[config.mk]
export PLATFORM = sky130hd
export DESIGN_NAME = inst_fetch_queue
export DESIGN_NICKNAME = d
export VERILOG_FILES = /design/src/rtl/inst_fetch_queue.sv
export SDC_FILE = /design/constraint.sdc
export NUM_CORES = 1
export LEC_CHECK = 0
export CORE_MARGIN = 3
export CORE_UTILIZATION = 35
export CTS_BUF_LIST = sky130_fd_sc_hd__clkbuf_4
export DETAILED_ROUTE_END_ITERATION = 7
export SLEW_MARGIN = 10
export SYNTH_ARGS = -nofsm -noshare
export SYNTH_HDL_FRONTEND = slang
export SYNTH_SLANG_ARGS = --single-unit
[constraint.sdc]
create_clock -name clk -period 9.5 [get_ports clk]
set_clock_uncertainty 0.1 [all_clocks]
set_input_delay 1.425 -clock clk [delete_from_list [all_inputs] [get_ports clk]]
set_output_delay 1.425 -clock clk [all_outputs]
set_load 0.02 [all_outputs]
[src/rtl/inst_fetch_queue.sv]
// inst_fetch_queue: circular FIFO of fetched {inst, pc} between fetch and dispatch,
// presenting the head entry pre-split into decode fields with zero read latency.
module inst_fetch_queue #(
  parameter int DEPTH = 8,
  parameter int PTR_W = 3
) (
  input  logic             clk,
  input  logic             rst,
  input  logic             enq_valid,
  input  logic [31:0]      enq_inst,
  input  logic [31:0]      enq_pc,
  output logic             enq_ready,
  input  logic             deq_ready,
  output logic             deq_valid,
  output logic [11:0]      opcode,
  output logic [4:0]       rs,
  output logic [4:0]       rt,
  output logic [4:0]       rd,
  output logic [4:0]       shamt,
  output logic [15:0]      immediate,
  output logic [25:0]      address,
  output logic [31:0]      pc,
  input  logic             flush,
  output logic [PTR_W:0]   count,
  output logic             full,
  output logic             empty
);
  logic [31:0] inst_mem [DEPTH];
  logic [31:0] pc_mem [DEPTH];
  logic [PTR_W-1:0] rd_ptr, wr_ptr;
  logic enq_fire, deq_fire;
  logic [31:0] head;
  assign full = count == (PTR_W+1)'(DEPTH);
  assign empty = count == '0;
  assign enq_ready = ~full;
  assign deq_valid = ~empty;
  assign enq_fire = enq_valid & enq_ready & ~flush;
  assign deq_fire = deq_ready & deq_valid & ~flush;
  always_ff @(posedge clk)
    if (rst || flush) begin
      rd_ptr <= '0;
      wr_ptr <= '0;
      count <= '0;
    end else begin
      if (enq_fire) wr_ptr <= wr_ptr + 1'b1;
      if (deq_fire) rd_ptr <= rd_ptr + 1'b1;
      count <= count + (PTR_W+1)'(enq_fire) - (PTR_W+1)'(deq_fire);
    end
  always_ff @(posedge clk)
    if (enq_fire) begin
      inst_mem[wr_ptr] <= enq_inst;
      pc_mem[wr_ptr] <= enq_pc;
    end
  // an empty queue shows all-zero fields so dispatch never decodes stale data
  assign head = empty ? '0 : inst_mem[rd_ptr];
  assign pc = empty ? '0 : pc_mem[rd_ptr];
  assign opcode = {head[31:26], head[31:26] == 6'd0 ? head[5:0] : 6'd0};
  assign rs = head[25:21];
  assign rt = head[20:16];
  assign rd = head[15:11];
  assign shamt = head[10:6];
  assign immediate = head[15:0];
  assign address = head[25:0];
endmodule

==> results.md <==
- Drt initial violations: 606
- Drt first pass iters: 4
- Post-CTS Hold Buffers: 0
- Residual DRC count: 0
- Most frequent cells in the layout: 512 x edfxtp_1, 192 x clkbuf_4, 182 x clkdlybuf4s50_1, 122 x mux4_2, 76 x mux2i_1
- Synthesized flop and latch total: 525
- Initial Util: 0.3555
- Cell taking the most area after synthesis: edfxtp_1
- Relative slew slack: 0.3224
- Setup-failing EPs final: 0
- CTS tree: done
- Die Wd: 248.8 microns
- CP startpoint kind: flop
- Area contributors post-synth: edfxtp_1 75%, mux4_2 13%, mux2i_1 3.7%
- Initial antenna violation count: 6
- Final Total Pwr: 4.674 mW
- Hold WS: 0.3882 ns
- Vias per cell: 4.818
- Yosys top cell area share: 0.7454
- Synth warn: 0
- Synth-to-Final Area Change: 19.43%
- Row cnt: 88
- Max Root-Sink Buffers: 3
- CP max FO: 36
- Synth async-reset ratio: 0
- Via Count: 10002
- Tightest Pin Transition: 1.014 ns
- IO Pins: 183
- Core area: 58030 sq um
- Hold Crit Class: flop to flop
- Fin. max-slew vios: 0
- Pleak: 7.561 nW
- Final ANT Viol Nets: 0
- Pwr dens: 189.7 nW/um^2
- Fillers: 5075
- Crit end category: output pin
- Sinks on Clock Net: 525
- Final GP Congestion: 0.6957
- Final worst path period need: 5.819 ns
- Cell count after synthesis: 964
- Kind of critical path: flop to output pin
- CTS buffer count: 132
- Die height: 248.8 microns
- Final Util: 0.4246
- Syn Nets: 1041
- Yosys cell types: 36
- Status: completed
- RSZ-0062 raised after global routing: false
- Arr. time, crit path: 4.29 ns
- Reg clk slew, reported paths: 0.06 ns
- Post-CTS sizing: 0
- Port buffer count: 182
- Total GRT Usage: 0.1452
- Routed WL: 43.92 mm
- Layout cells sized above 1: 0.2777
- Clock Tree Root: clkbuf_4
- Worst-skew pair later-pin latency: 0.81 ns
- Most common cell after layout, fill and taps aside: edfxtp_1
- Avg WL per Cell: 21.15 microns
- Sequential area share after synthesis: 0.7580
- Final period utilization: 0.6125
- Overflow after GRT: 0
- Setup Fix Bufs, Post-CTS: 0
- Vias in the first global route: 11161
- Largest net degree at the start of global routing: 65
- First-pass GRT wire length: 67.66 mm
- Fmax: 171.9 MHz
- Peak VDD IR: 0.00006561 V
- H-tree depth: 4
- MaxCap Viol Count: 0
- Setup WS pre-CTS: 4.342 ns
- Net count, final: 1295
- Mapped Area: 20630 sq um
- Final setup TNS: 0 ns
- Post-synth top flop: edfxtp_1
- Post-DP HPWL: 23.48 mm
- Hold Fails Final Rpt: 0
- Final WS setup: 3.681 ns
- Worst EP required: 7.98 ns
- EDFF count, synth: 512
- Average size of a mapped cell: 21.40 sq um
- Die area: 61880 sq um
## synthesized netlist by cell type, types with 2 or more instances
library cell,n
nand2_1,13
buf_2,8
nand2b_1,3
inv_1,7
edfxtp_1,512
nor3b_1,6
or3_1,2
nor3_1,2
buf_4,48
clkbuf_1,7
xor2_1,4
nand4_1,2
a21oi_1,5
xnor2_1,3
nor2_1,77
nand3b_1,3
dfxtp_1,13
buf_6,17
mux4_2,122
ha_1,7
a22o_1,6
o21ai_0,3
nand3_1,6
mux2i_1,76
## cells by family (layout without fill, tap and decap cells)
family,Yosys count,in the layout,share of synthesized area
buf+inv,90,433,0.03257
xor+xnor,7,7,0.002972
compound gates,20,20,0.006854
fa+ha+maj,8,8,0.005216
simple gates,116,116,0.02432
other cells,0,4,0
mux,198,198,0.1701
flops,525,525,0.7580
## state kept, by name (all words and copies together), names as in the netlist, named ones only
name and cells:
count 4, rd_ptr 3, inst_mem 256, pc_mem 256, wr_ptr 3
## metrics by stage
| stage | cells | area (sq um) |
|---|---|---|
| finish | 2076 | 24640 |
| global route | 2074 | 24630 |
| CTS | 2072 | 24630 |
| detailed placement | 1849 | 22980 |
| global placement | 1849 | 22980 |
| floorplan | 964 | 20630 |
## per-layer routing
metal	part of all wire	vias up	GRT usage
met2	0.50	244	0.2388
li1	-	4482	-
met4	0.021	4	0.05986
met3	0.050	78	0.03790
met1	0.43	5194	0.1836
met5	0.00077	-	0
## final timing paths
path	startpoint	end	slack [ns]	cells after the start
worst max register to register	count[2]$_SDFF_PP0_	pc_mem[3][10]$_DFFE_PP_	5.77	6
worst min-delay path	rd_ptr[1]$_SDFFE_PP0P_	rd_ptr[1]$_SDFFE_PP0P_	0.39	2
worst max-delay path	flop	address[11]	3.68	6
worst min register to register	rd_ptr[1]$_SDFFE_PP0P_	rd_ptr[1]$_SDFFE_PP0P_	0.39	2
## where the power goes
part | switching, mW | internal, mW | leakage [nW] | total, mW
registers | 0.00655 | 2.56 | 4.73 | 2.57
clock network | 0.844 | 1.00 | 0.994 | 1.85
logic | 0.143 | 0.114 | 1.84 | 0.257
total | 0.994 | 3.68 | 7.56 | 4.67
## critical path: stages (launching register included)
cell             delay, ns
dfxtp_4               0.66
buf_4                 0.58
buf_4                 0.70
mux4_2                0.58
mux2i_1               0.24
nor2_1                0.11
clkdlybuf4s50_1       0.58
## area by class of cell
class                   count  area [sq um]  share of cell area
clock inverters            31         203.9            0.008278
well taps                 765         957.2             0.03885
repair buffers            202          1972             0.08004
multi-input cells         349          4375              0.1776
diodes                      4         10.01           0.0004063
flip-flops and latches    525         15650              0.6351
inverters                   8         30.03            0.001219
clock buffers             192          1441             0.05851
Power figures use the tool's default switching activity.
